<file path="config.mk">
export PLATFORM = sky130hd
export DESIGN_NAME = keyboard_emulator
export DESIGN_NICKNAME = d
export VERILOG_FILES = /design/src/rtl/keyboard_emulator.sv
export SDC_FILE = /design/constraint.sdc
export NUM_CORES = 1
export LEC_CHECK = 0
export BUFFER_PORTS_ARGS = -buffer_cell sky130_fd_sc_hd__buf_2
export CELL_PAD_IN_SITES_DETAIL_PLACEMENT = 1
export CELL_PAD_IN_SITES_GLOBAL_PLACEMENT = 1
export CORE_MARGIN = 2
export CORE_UTILIZATION = 49
export DETAILED_ROUTE_END_ITERATION = 10
export PLACE_DENSITY_LB_ADDON = 0.1
export SYNTH_ARGS = -nofsm -noshare
export SYNTH_HDL_FRONTEND = slang
export SYNTH_SLANG_ARGS = --single-unit
</file>
<file path="constraint.sdc">
create_clock -name clock -period 3.25 [get_ports clock]
set_clock_uncertainty 0.15 [all_clocks]
set_input_delay 0.325 -clock clock [delete_from_list [all_inputs] [get_ports clock]]
set_output_delay 0.325 -clock clock [all_outputs]
set_load 0.02 [all_outputs]
</file>
<file path="src/rtl/keyboard_emulator.sv">
// keyboard_emulator: PS/2 device-side keystroke transmitter.
// Each accepted request is sent as make code, hold, F0, gap, code. The module drives
// both PS/2 lines and aborts and resends the current frame when the host inhibits the clock.
// Optional build macro KEY_E0_PREFIX_EN: left/right send E0-prefixed extended sequences.
module keyboard_emulator #(
    parameter int unsigned HALF_PERIOD = 2000,
    parameter int unsigned BYTE_GAP    = 25000,
    parameter int unsigned HOLD_CYCLES = 50000,
    parameter int unsigned INHIBIT_MIN = 5000
) (
    input  logic clock,
    input  logic resetn,
    input  logic go,
    input  logic left,
    input  logic right,
    input  logic ps2_clk_i,
    output logic ps2_clk_o,
    output logic ps2_dat_o,
    output logic busy,
    output logic done
);

    localparam int unsigned GapMaxA = (BYTE_GAP > HOLD_CYCLES) ? BYTE_GAP : HOLD_CYCLES;
    localparam int unsigned GapMax  = (GapMaxA > INHIBIT_MIN) ? GapMaxA : INHIBIT_MIN;
    localparam int unsigned HalfW   = $clog2(HALF_PERIOD);
    localparam int unsigned GapW    = $clog2(GapMax + 1);

    localparam logic [HalfW-1:0] HalfLast    = HalfW'(HALF_PERIOD - 1);
    localparam logic [GapW-1:0]  ByteGapLast = GapW'(BYTE_GAP - 1);
    localparam logic [GapW-1:0]  HoldLast    = GapW'(HOLD_CYCLES - 1);
    localparam logic [GapW-1:0]  InhibitLast = GapW'(INHIBIT_MIN - 1);

    localparam logic [7:0] CodeSpace = 8'h29;
    localparam logic [7:0] CodeLeft  = 8'h6B;
    localparam logic [7:0] CodeRight = 8'h74;
    localparam logic [7:0] CodeBreak = 8'hF0;

    typedef enum logic [2:0] {
        StIdle,
        StLoad,
        StCheck,
        StBitHi,
        StBitLo,
        StGap,
        StInhibit,
        StFinish
    } state_e;

    state_e           r_state, w_state;
    logic [7:0]       r_code, w_code;
    logic [2:0]       r_byte_idx, w_byte_idx;
    logic [10:0]      r_frame, w_frame;
    logic [3:0]       r_bit_idx, w_bit_idx;
    logic [HalfW-1:0] r_half_cnt, w_half_cnt;
    logic [GapW-1:0]  r_gap_cnt, w_gap_cnt;
    logic             r_clk_s1, r_clk_s2;

    logic [7:0]       w_byte;
    logic [2:0]       w_last_idx;
    logic [2:0]       w_hold_idx;

`ifdef KEY_E0_PREFIX_EN
    logic             r_ext, w_ext;
`endif

    // Two-flop synchroniser for the host-driven clock line.
    always_ff @(posedge clock or negedge resetn) begin
        if (!resetn) begin
            r_clk_s1 <= 1'b1;
            r_clk_s2 <= 1'b1;
        end else begin
            r_clk_s1 <= ps2_clk_i;
            r_clk_s2 <= r_clk_s1;
        end
    end

    // Select the byte for the current sequence position and where the hold interval falls.
    always_comb begin
        w_byte     = r_code;
        w_last_idx = 3'd2;
        w_hold_idx = 3'd0;
`ifdef KEY_E0_PREFIX_EN
        if (r_ext) begin
            w_last_idx = 3'd4;
            w_hold_idx = 3'd1;
            case (r_byte_idx)
                3'd0:    w_byte = 8'hE0;
                3'd2:    w_byte = 8'hE0;
                3'd3:    w_byte = CodeBreak;
                default: w_byte = r_code;
            endcase
        end else if (r_byte_idx == 3'd1) begin
            w_byte = CodeBreak;
        end
`else
        if (r_byte_idx == 3'd1) begin
            w_byte = CodeBreak;
        end
`endif
    end

    // Next-state and datapath updates for the transmit sequencer.
    always_comb begin
        w_state    = r_state;
        w_code     = r_code;
        w_byte_idx = r_byte_idx;
        w_frame    = r_frame;
        w_bit_idx  = r_bit_idx;
        w_half_cnt = r_half_cnt;
        w_gap_cnt  = r_gap_cnt;
`ifdef KEY_E0_PREFIX_EN
        w_ext      = r_ext;
`endif
        case (r_state)
            StIdle: begin
                if (go || left || right) begin
                    w_state    = StLoad;
                    w_byte_idx = 3'd0;
                    if (go) begin
                        w_code = CodeSpace;
                    end else if (left) begin
                        w_code = CodeLeft;
                    end else begin
                        w_code = CodeRight;
                    end
`ifdef KEY_E0_PREFIX_EN
                    w_ext = !go;
`endif
                end
            end
            StLoad: begin
                // Frame bit 0 is the start bit; bit 9 is odd parity, bit 10 the stop bit.
                w_frame   = {1'b1, ~^w_byte, w_byte, 1'b0};
                w_bit_idx = 4'd0;
                w_state   = StCheck;
            end
            StCheck: begin
                if (r_clk_s2) begin
                    w_state    = StBitHi;
                    w_bit_idx  = 4'd0;
                    w_half_cnt = '0;
                end
            end
            StBitHi: begin
                // Once the stop bit is on the line the byte counts as sent.
                if (!r_clk_s2 && (r_bit_idx <= 4'd9)) begin
                    w_state   = StInhibit;
                    w_gap_cnt = '0;
                end else if (r_half_cnt == HalfLast) begin
                    w_half_cnt = '0;
                    w_state    = StBitLo;
                end else begin
                    w_half_cnt = r_half_cnt + 1'b1;
                end
            end
            StBitLo: begin
                if (r_half_cnt == HalfLast) begin
                    w_half_cnt = '0;
                    if (r_bit_idx == 4'd10) begin
                        w_gap_cnt = '0;
                        w_state   = (r_byte_idx == w_last_idx) ? StFinish : StGap;
                    end else begin
                        w_bit_idx = r_bit_idx + 1'b1;
                        w_state   = StBitHi;
                    end
                end else begin
                    w_half_cnt = r_half_cnt + 1'b1;
                end
            end
            StGap: begin
                if (r_gap_cnt == ((r_byte_idx == w_hold_idx) ? HoldLast : ByteGapLast)) begin
                    w_byte_idx = r_byte_idx + 1'b1;
                    w_state    = StLoad;
                end else begin
                    w_gap_cnt = r_gap_cnt + 1'b1;
                end
            end
            StInhibit: begin
                // Needs an unbroken run of high samples before retrying the same frame.
                if (!r_clk_s2) begin
                    w_gap_cnt = '0;
                end else if (r_gap_cnt == InhibitLast) begin
                    w_state = StCheck;
                end else begin
                    w_gap_cnt = r_gap_cnt + 1'b1;
                end
            end
            StFinish: begin
                w_state = StIdle;
            end
            default: begin
                w_state = StIdle;
            end
        endcase
    end

    // Sequencer state and datapath registers.
    always_ff @(posedge clock or negedge resetn) begin
        if (!resetn) begin
            r_state    <= StIdle;
            r_code     <= '0;
            r_byte_idx <= '0;
            r_frame    <= '0;
            r_bit_idx  <= '0;
            r_half_cnt <= '0;
            r_gap_cnt  <= '0;
`ifdef KEY_E0_PREFIX_EN
            r_ext      <= 1'b0;
`endif
        end else begin
            r_state    <= w_state;
            r_code     <= w_code;
            r_byte_idx <= w_byte_idx;
            r_frame    <= w_frame;
            r_bit_idx  <= w_bit_idx;
            r_half_cnt <= w_half_cnt;
            r_gap_cnt  <= w_gap_cnt;
`ifdef KEY_E0_PREFIX_EN
            r_ext      <= w_ext;
`endif
        end
    end

    // Line drives decode straight from state so reset releases them without waiting a clock.
    always_comb begin
        ps2_clk_o = (r_state != StBitLo);
        ps2_dat_o = 1'b1;
        if ((r_state == StBitHi) || (r_state == StBitLo)) begin
            ps2_dat_o = r_frame[r_bit_idx];
        end
        busy = (r_state != StIdle) && (r_state != StFinish);
        done = (r_state == StFinish);
    end

endmodule

</file>
Word-level counts from Yosys, hierarchy flattened
Index checks and enable logic that the tools add are counted.

storage, ports and cells
  flip-flop bits (word level) = 57
  bits of input ports = 6
  logic and storage cells = 99

cells by class
  $add $sub $neg = 4
  reductions and logical operators = 20
  mux-type cells = 36
  equal/unequal tests = 28
  $lt $le $gt $ge = 2

operators by type and width
  operator               count
  $mux 16                7
  $pmux 16 s4            1
  $mux 11                3
  $mux 3                 11
  $pmux 11 s3            1
  $pmux 3 s8             1
  $ne 2x2->1 const B     11
  $add 16x1->16 const B  1
  $eq 16x13->1 const B   1
  $eq 16x16->1           1
  $eq 3x3->1 const B     4
  $mux 4                 3
  $ne 3x3->1 const B     4
  $pmux 4 s3             1
  $add 11x1->11 const B  1
  $eq 11x11->1 const B   1
  $eq 3x2->1 const B     3
  $reduce_bool 3->1      3
  $mux 8                 1
  $reduce_xnor 8->1      1
  $mux 7                 1
  $reduce_and 7->1       1
  $eq 3x1->1 const B     2
  $logic_not 3->1        2
  other kinds (19)       24

Longest topological paths before layout
Gate-level depths: netlist of the first run.

  word-level depth = 5
  gate-level depth with buffers = 9

Worst setup path after synthesis of the first run
Ideal clock, no wire load.

  path kind = reg-to-reg
  from = reg r_bit_idx[0]
  to = reg r_half_cnt[5]
  data arrival time = 2,073 ps
  stages on the path, launching flop included = 10
  library setup time = 110 ps
  slack = 917 ps
  path through = dfrtp_1 > clkbuf_1 > inv_1 > ha_1 > o21bai_1 > a21oi_1 > o22a_1 > nand2b_1 > clkbuf_1 > o41ai_1

between the ends
  word-level cells in the longest chain between the ends = 4

RTL lines
  element                     line  text
  start, declared             53    logic [3:0] r_bit_idx, w_bit_idx;
  start signal, assigned      215   r_bit_idx <= w_bit_idx;
  $le 4x4->1                  146   if (!r_clk_s2 && (r_bit_idx <= 4'd9)) begin
  $logic_and 1x1->1           146
  $ne 2x2->1 (no line)        -
  $reduce_and 3->1 (no line)  -
  end signal, assigned        216   r_half_cnt <= w_half_cnt;
  end, declared               54    logic [HalfW-1:0] r_half_cnt, w_half_cnt;

No other way between the ends.
A chain may end at the register's enable or synchronous reset.

Worst setup path after layout of the first run
Same ends and word-level chain as after synthesis.

==> flow_summary_export.csv, run 1 <==
group,metric,value,unit
run_status,status,"finished clean",
route,post_drt_wl_per_cell,17.98,µm
place,place_area,0.003357,mm²
clock_network,clk_pin_slew,100,ps
critical_path,cp_cell_sequence,"inv_1 > ha_1 > o21bai_1 > a21oi_1 > o22a_1 > nand2b_1 > o41ai_1",
synthesis,seq_area_frac_synth,0.4081,
cells_and_area,area_delta_synth_final,7.417,%
pwr,powerDensity,634.4,mW/mm²
die,row_count,29,
timing,period_share,0.8545,
timing,relSlewSlack,0.5081,
clock_network,cts_setup_buffers,0,
place,hpwl,5518,µm
cells_and_area,fin_area,0.003497,mm²
synthesis,synth_nets,361,
die,dieArea,0.007312,mm²
place,dp_slack,530.0,ps
clock_network,root_buffer,"clkbuf_8",
pwr,leakage,1.432,nW
timing,worst_slew_pin_slew,731.1,ps
critical_path,cp-end-kind,"register",
critical_path,rr_startpoint,"r_bit_idx[0]$_DFFE_PN0P_",
critical_path,path_buf_inv,1,
timing,finalCriticalPeriod,2777,ps
pwr,ir_drop,0.0004274,V
critical_path,cp-start-kind,"register",
timing,timing.fmax,360.1,MHz
global_routing,antenna_found_initial,0,
global_routing,grt_pass1_wl,13450,µm
critical_path,cpPeakStageDelay,560,ps
global_routing,grt_max_degree,23,
cells_and_area,drive_gt1_frac,0.1275,
synthesis,synth.distinct_cells,65,
critical_path,critPathLaunch,"r_bit_idx[0]$_DFFE_PN0P_",
route,viasPerCell,6.212,
timing,slew_violations,0,
die,die-width,85.51,µm
timing,finalSetupViolations,0,
place,io_buffers,9,
global_routing,grtUsageTotal,0.2324,
cells_and_area,nNetsFinal,368,
synthesis,synth_area_leader_cell,"dfrtp_1",
min_path,hold_class,"input pin to register",
critical_path,path_max_fanout,14,
critical_path,critical_path_required,3290,ps
synthesis,synth-edff-count,0,
clock_network,clk_latency,310,ps
critical_path,cp.arrival,2820,ps
synthesis,synth-async-reset-ratio,1.000,
synthesis,syn_area,0.003256,mm²
route,routed_wl,7730,µm
route,dr.pass1.iters,4,
flow_run,max_cap_violations,0,
clock_network,numCtsBuffers,5,
die,core-area,0.006386,mm²
clock_network,cts_max_level,2,
clock_network,clock_path_buffers,2,
cells_and_area,stdcell_count,430,
clock_network,cts_tree,"yes",
timing,final-hold-violation-count,0,
synthesis,synth-seq-cells,53,
synthesis,syn_inst,345,
timing,rsz0062_at_grt,"false",
die,initial_core_util,0.5098,
timing,finalSetupTns,0,ps
pwr,p_total,2.219,mW
die,ios,10,
place,routabilityCongestion,0.7721,
global_routing,grt-ovfl-total,0,
cells_and_area,fin_util,0.5476,
synthesis,synth-main-ff-cell,"dfrtp_1",
route,drtIter0Drc,73,
route,drcViolationCount,0,
synthesis,synth.area.top_cells,"dfrtp_1, o31ai_1, nand2_1, ha_1, o21ai_0",
clock_network,cts.sinks,53,
place,dp.cells,420,
route,drtAntennaViolNets,0,
route,vias,2671,
synthesis,syn_avg_cell_area,9.437,µm²
die,die_h,85.51,µm
min_path,hold_start,"go",
cells_and_area,diodes,0,
timing,fin_ws,472.9,ps
timing,whs,110.5,ps
synthesis,ys.warnings.count,0,
critical_path,slowest_stage,"dfrtp_1",
critical_path,crit_type,"register to register",
synthesis,yosys.area.top_type_share,0.3920,
global_routing,grt_pass1_vias,2672,
critical_path,critical-path-top-delay-family,"compound AO/OA/AOI/OAI gates",
==> state kept, by name, indices dropped and copies added (netlist names) <==
register	cells
r_state	3
r_half_cnt	11
r_frame	9
r_clk_s1	1
r_byte_idx	3
r_clk_s2	1
r_gap_cnt	16
r_bit_idx	4
r_code	5
==> layer usage <==
| layer | GRT usage | share of wire | vias to the layer above |
|---|---|---|---|
| met5 | 0 | 0 | - |
| met4 | 0.08658 | 0.020 | 0 |
| met3 | 0.02887 | 0.019 | 11 |
| met2 | 0.3807 | 0.47 | 30 |
| met1 | 0.3176 | 0.49 | 1335 |
| li1 | - | - | 1295 |
==> placed cells by master (no fill, tap or decap), types with 4 or more instances in the layout <==
cell and count:
a21oi_1 12, a31oi_1 5, and3b_1 4, buf_2 9
buf_4 6, clkbuf_8 6, dfrtp_1 51, ha_1 10
inv_1 12, mux2i_1 4, nand2_1 40, nand2b_1 10
nand3_1 10, nand3b_1 5, nand4_1 4, nand4b_1 4
nor2_1 20, nor2b_1 5, nor3_1 10, o21ai_0 23
o31ai_1 21, o41ai_1 10
==> cells by family after synthesis <==
kind of cell	count (synthesis)	synth area share
multiplexers	8	0.03305
AND/OR/NAND/NOR	137	0.2333
buffers and inverters	29	0.03997
adder cells (fa/ha/maj)	10	0.03843
flip-flops	53	0.4081
AO/OA/AOI/OAI	103	0.2337
XOR/XNOR	5	0.01345
==> area by class of cell <==
cell class / count / area (µm²)
fill: 732 / 2889
multi-input combinational: 263 / 1797
sequential: 53 / 1329
timing repair buffer: 17 / 110.1
tap: 77 / 96.34
clock buffer: 6 / 82.58
inverter: 12 / 45.04
clock inverter: 2 / 37.54
==> synth_stat cells (2+ instances only) <==
cell and count:
a21o_1 3, a21oi_1 12, a22o_1 2, a31oi_1 5, and2_1 3, and3_1 3, and3b_1 4, and4_1 2
buf_2 2, buf_4 3, clkbuf_1 11, dfrtp_1 51, dfstp_2 2, ha_1 10, inv_1 12, mux2_2 2
mux2i_1 4, mux4_2 2, nand2_1 40, nand2b_1 10, nand3_1 10, nand3b_1 5, nand4_1 4, nand4b_1 4
nor2_1 20, nor2b_1 5, nor3_1 10, nor3b_1 3, nor4_1 2, o211ai_1 2, o21a_1 2, o21ai_0 23
o22ai_1 3, o2bb2ai_1 2, o31ai_1 21, o41ai_1 10, o41ai_2 3, or2_2 2, or3_1 2, xnor2_1 3
xor2_1 2
==> worst register-to-register path, stage by stage, from the launching register on <==
cell	delay, ps
dfrtp_1	560
inv_1	170
ha_1	230
o21bai_1	190
a21oi_1	130
o22a_1	370
nand2b_1	380
o41ai_1	470
==> repair_timing <==
action                                 4_1_cts  5_1_grt
resized for setup                            0        0
hold buffers                                 2        0
endpoints found under the hold margin       21        0
==> final timing paths <==
path | to | slack, ps | cells after the start
setup / recovery | r_half_cnt[5]$_DFFE_PN0P_ | 470 | 7
max in group asynchronous | r_clk_s1$_DFF_PN1_ | 1890 | 3
setup reg to reg | r_half_cnt[5]$_DFFE_PN0P_ | 470 | 7
hold reg to reg | r_clk_s2$_DFF_PN1_ | 220 | 0
min in group asynchronous | r_half_cnt[2]$_DFFE_PN0P_ | 350 | 2
hold / removal | r_code[6]$_DFFE_PN0P_ | 110 | 2
==> report_power, final <==
part	leakage [nW]	total (mW)	switching, mW	internal, mW
Combinational	0.677	0.829	0.492	0.337
Clock	0.0574	0.475	0.225	0.251
Sequential	0.697	0.914	0.148	0.766
Total	1.43	2.22	0.865	1.35
No activity file was read; power rests on OpenSTA's default activity.
==> run 2: changes to the inputs <==
Settings changed: CORE_UTILIZATION 49 to 51, CTS_BUF_LIST set to sky130_fd_sc_hd__clkbuf_8.
==> run 2 against run 1 <==
  * Core utilization grew 0.47 points
  * Sequential share of layout area grew 0.33 points
  * Worst setup slack gained 48 ps
  * Count of clock-buffer cells in the layout did not move
  * Largest power group unchanged
  * Non-clock buffer count did not move
  * Critical path depth stayed put
==> flow_summary_export.csv, run 2 (synthesized netlist as in run 1, its figures left out) <==
group,metric,value,unit
run_status,status,"finished clean",
route,vias,2699,
clock_network,clk_pin_slew,100,ps
route,dr.pass1.iters,4,
route,viasPerCell,6.291,
die,dieArea,0.007038,mm²
global_routing,antenna_found_initial,0,
timing,finalCriticalPeriod,2729,ps
cells_and_area,area_delta_synth_final,6.495,%
critical_path,cpPeakStageDelay,600,ps
critical_path,cp_cell_sequence,"inv_1 > ha_1 > o21bai_1 > a211oi_1 > o2bb2ai_1 > or3_1 > o41ai_2",
pwr,p_total,2.138,mW
critical_path,cp-end-kind,"register",
global_routing,grt_pass1_wl,14050,µm
min_path,hold_start,"go",
critical_path,rr_startpoint,"r_bit_idx[0]$_DFFE_PN0P_",
min_path,hold_path_end,"r_code[6]$_DFFE_PN0P_",
route,drtIter0Drc,159,
timing,finalSetupViolations,0,
global_routing,grt_pass1_vias,2788,
die,core-area,0.006277,mm²
min_path,hold_depth,2,
critical_path,critical-path-top-delay-family,"compound AO/OA/AOI/OAI gates",
critical_path,ff2ff_path_depth,7,
pwr,leakage,1.418,nW
cells_and_area,multi_input_area,0.001797,mm²
timing,rsz0062_at_grt,"false",
cells_and_area,largest_reg_flops,16,
critical_path,r2r-end,"r_gap_cnt[6]$_DFFE_PN0P_",
die,initial_core_util,0.5186,
cells_and_area,largest_registers,"r_gap_cnt x16, r_half_cnt x11, r_frame x9",
critical_path,path_buf_inv,1,
pwr,powerDensity,616.6,mW/mm²
cells_and_area,final_cell_mix,"dfrtp_1, nand2_1, o21ai_0, o31ai_1, nor2_1",
die,row_count,29,
critical_path,slowest_stage,"or3_1",
die,die_h,83.90,µm
route,drcViolationCount,0,
cells_and_area,nNetsFinal,368,
critical_path,cp-start-kind,"register",
clock_network,cts.sinks,53,
cells_and_area,area.sequential,0.001329,mm²
place,hpwl,5684,µm
critical_path,critical_path_required,3300,ps
timing,worst_slew_pin_slew,751.2,ps
route,post_drt_wl_per_cell,18.19,µm
die,die-width,83.90,µm
clock_network,clock_path_buffers,2,
global_routing,grt-ovfl-total,0,
route,drtAntennaViolNets,0,
timing,final-hold-violation-count,0,
timing,period_share,0.8398,
place,routabilityCongestion,0.7579,
critical_path,crit_type,"register to register",
timing,timing.fmax,366.4,MHz
clock_network,cts_setup_buffers,0,
clock_network,cts_resized,0,
flow_run,max_cap_violations,0,
cells_and_area,top_register,"r_gap_cnt",
pwr,ir_drop,0.0003786,V
critical_path,regToRegSetupSlack,520,ps
critical_path,cp.arrival,2780,ps
clock_network,clk_latency,310,ps
timing,slew_violations,0,
cells_and_area,drive_gt1_frac,0.1250,
place,io_buffers,9,
cells_and_area,diodes,0,
cells_and_area,layout_commonest_cell,"dfrtp_1",
cells_and_area,fill_cells,712,
global_routing,grtUsageTotal,0.2423,
clock_network,root_buffer,"clkbuf_8",
timing,relSlewSlack,0.4974,
route,routed_wl,7805,µm
die,ios,10,
critical_path,path_max_fanout,10,
clock_network,cts_max_level,2,
clock_network,numCtsBuffers,5,
timing,finalSetupTns,0,ps
clock_network,cts_tree,"yes",
min_path,hold_class,"input pin to register",
global_routing,grt_max_degree,33,
clock_network,cts_hold_buf,2,
run 2: changes by cell type in the layout (fill, tap and decap cells not counted):
| cell | previous run | this run |
|---|---|---|
| bufinv_16 | 1 | 0 |
run 2: report_power, final:
part	switching (mW)	internal [mW]
logic	0.492	0.339
clock network	0.224	0.169
registers	0.147	0.766
run 2: per-stage QoR:
step / cells / worst slack (ps) / area [µm²] / util / hold WS (ps)
floorplan: 345 / 916.7 / 3256 / - / -120.6
global placement: 420 / 637.7 / 3357 / 0.5348 / 173.4
detailed placement: 420 / 541.4 / 3357 / 0.5348 / 180.4
CTS: 429 / 523.5 / 3467 / 0.5523 / 95.41
global route: 429 / 339.1 / 3467 / 0.5523 / 111.1
finish: 429 / 520.7 / 3467 / 0.5523 / 100.8
run 2: per-layer routing:
layer  routed length, µm  part of all wire  vias to the layer above  GRT usage
li1                    -                 -                     1303          -
met1                3689              0.47                     1364     0.3422
met2                3889              0.50                       27     0.4058
met3                 162             0.021                        5    0.02967
met4                  64            0.0082                        0    0.04399
met5                   0                 0                        -          0
run 2: how the worst max path moves through the flow:
stage,cells past startpoint,to,slack [ps],from
finish,7,r_gap_cnt[6]$_DFFE_PN0P_,520,r_bit_idx[0]$_DFFE_PN0P_
global route,7,r_half_cnt[5]$_DFFE_PN0P_,340,r_bit_idx[0]$_DFFE_PN0P_
CTS,7,r_gap_cnt[6]$_DFFE_PN0P_,520,r_bit_idx[0]$_DFFE_PN0P_
detailed placement,7,r_gap_cnt[14]$_DFFE_PN0P_,540,r_bit_idx[0]$_DFFE_PN0P_
global placement,7,r_gap_cnt[7]$_DFFE_PN0P_,640,r_bit_idx[0]$_DFFE_PN0P_
floorplan,9,r_half_cnt[5]$_DFFE_PN0P_,920,r_bit_idx[0]$_DFFE_PN0P_
run 2: cell type report:
class,instances,area share
tap,77,0.02779
timing repair buffer,17,0.03176
clock buffer,6,0.02382
multi-input combinational,263,0.5182
inverter,12,0.01299
clock inverter,1,0.002165
sequential,53,0.3833
==> run 3: changes to the inputs <==
Settings changed: CORE_UTILIZATION 51 to 46.
Clock period 3.25 ns to 2.23 ns, I/O delays scaled along.
==> run 3 against run 2 <==
  * Via count increased by 8.5%
  * Critical path depth down 2
  * Power is 76% higher
  * Highest routed layer unchanged
  * Critical endpoint is now r_state[2]$_DFFE_PN0P_
  * Largest power group is now combinational cells
==> flow_summary_export.csv, run 3 (synthesized netlist as in run 1, its figures left out) <==
group,metric,value,unit
timing,final-hold-violation-count,0,
critical_path,cp-end-kind,"register",
clock_network,clock_path_buffers,2,
critical_path,critical-path-top-delay-family,"compound AO/OA/AOI/OAI gates",
route,dr.pass1.iters,4,
route,vias,2929,
critical_path,cp_cell_sequence,"or4b_4 > o41ai_2 > o211ai_2 > a21o_1 > a221o_1",
die,dieArea,0.007766,mm²
cells_and_area,largest_registers,"r_gap_cnt x16, r_half_cnt x11, r_frame x9",
route,viasPerCell,5.800,
clock_network,cts_tree,"yes",
place,routabilityCongestion,0.8239,
cells_and_area,nNetsFinal,424,
pwr,p_total,3.773,mW
critical_path,path_max_fanout,3,
critical_path,cp-start-kind,"register",
route,drtIter0Drc,66,
clock_network,numCtsBuffers,5,
route,drcViolationCount,0,
route,post_drt_wl_per_cell,18.34,µm
min_path,hold_depth,3,
pwr,powerDensity,887.4,mW/mm²
die,die_h,88.13,µm
cells_and_area,diodes,0,
timing,rsz0062_at_grt,"true",
global_routing,grt_pass1_wl,15100,µm
clock_network,clk_pin_slew,100,ps
pwr,leakage,1.875,nW
die,initial_core_util,0.4766,
critical_path,cp.arrival,2280,ps
route,routed_wl,9260,µm
cells_and_area,drive_gt1_frac,0.3301,
clock_network,cts.sinks,53,
die,ios,10,
cells_and_area,top_register,"r_gap_cnt",
global_routing,grt-ovfl-total,0,
clock_network,root_buffer,"clkbuf_8",
global_routing,antenna_found_initial,0,
global_routing,grtUsageTotal,0.2463,
global_routing,grt_pass1_vias,3095,
critical_path,path_buf_inv,0,
cells_and_area,largest_reg_flops,16,
timing,timing.fmax,449.8,MHz
clock_network,cts_max_level,2,
critical_path,cpPeakStageDelay,580,ps
critical_path,critical_path_required,2290,ps
cells_and_area,layout_commonest_cell,"buf_4",
timing,finalCriticalPeriod,2223,ps
timing,finalSetupViolations,0,
flow_run,max_cap_violations,0,
pwr,ir_drop,0.0004956,V
die,row_count,30,
critical_path,crit_type,"register to register",
route,drtAntennaViolNets,0,
place,io_buffers,9,
cells_and_area,fin_util,0.6223,
critical_path,slowest_stage,"or4b_4",
timing,slew_violations,0,
critical_path,cp.depth,5,
min_path,hold_class,"input pin to register",
die,die-width,88.13,µm
timing,relSlewSlack,0.5460,
place,hpwl,6412,µm
die,core-area,0.006832,mm²
clock_network,clk_latency,310,ps
timing,worst_slew_pin_slew,680.9,ps
cells_and_area,area_delta_synth_final,30.59,%
critical_path,ff2ff_path_depth,5,
timing,period_share,0.9969,
cells_and_area,final_cell_mix,"buf_4, dfrtp_1, nand2_1, o21ai_0, nor2_1",
run_status,status,"finished clean",
global_routing,grt_max_degree,54,
## run 3: cell count changes in the layout (fill, tap and decap cells not counted), sizes merged
cell and change:
inv +1, dlygate4sd3 +1, bufinv +1, buf +55
clkinvlp -1
## run 3: final timing paths
kind | to | slack, ps | from
setup / recovery | r_state[2]$_DFFE_PN0P_ | 7 | r_gap_cnt[11]$_DFFE_PN0P_
hold / removal | r_code[4]$_DFFE_PN0P_ | 40 | right
setup reg to reg | r_state[2]$_DFFE_PN0P_ | 7 | r_gap_cnt[11]$_DFFE_PN0P_
hold reg to reg | r_clk_s2$_DFF_PN1_ | 220 | r_clk_s1$_DFF_PN1_
max in group asynchronous | r_gap_cnt[7]$_DFFE_PN0P_ | 1050 | resetn
min in group asynchronous | r_bit_idx[2]$_DFFE_PN0P_ | 430 | resetn
## run 3: final cells by class
cell class                 instances  area (µm²)
clock buffer                       6       82.58
clock inverter                     2       33.78
fill                             779        2580
inverter                          12       45.04
multi-input combinational        263        2083
sequential                        53        1329
tap                               96       120.1
timing repair buffer              73       558.0
## run 3: through the flow
step	worst slack (ps)	hold WS (ps)	instance area, µm²	TNS [ps]	instances
2_1_floorplan	-14.97	-222.6	3263	-44.92	345
3_3_place_gp	-7.048	178.6	3747	-7.846	487
3_5_place_dp	-126.7	181.5	3747	-1016	487
4_1_cts	-2.749	29.36	3995	-2.749	499
5_1_grt	-65.85	45.07	4252	-332.1	505
6_report	6.969	38.46	4252	0	505
## run 3: power breakdown
part	total (mW)	switching, mW	internal, mW
logic	1.83	1.00	0.828
registers	1.26	0.138	1.12
clock network	0.687	0.325	0.362
## run 3: repair_timing
action,CTS,global route
pin swaps,2,2
hold buffers,3,0
hold endpoints to repair,53,0
endpoints found under the setup margin,18,24
gates resized for setup,15,42
buffers inserted,1,6
gates cloned,0,0
## run 3: per-layer routing
metal / part of all wire / routed length, µm / global-route usage
met3: 0.017 / 155 / 0.03110
met5: 0 / 0 / 0
met2: 0.51 / 4713 / 0.4236
met1: 0.46 / 4264 / 0.3247
met4: 0.014 / 127 / 0.07576
## run 3: worst min-delay path, cell delays in order
cell	delay, ps
buf_2	100
a21oi_1	60
nor2_1	80
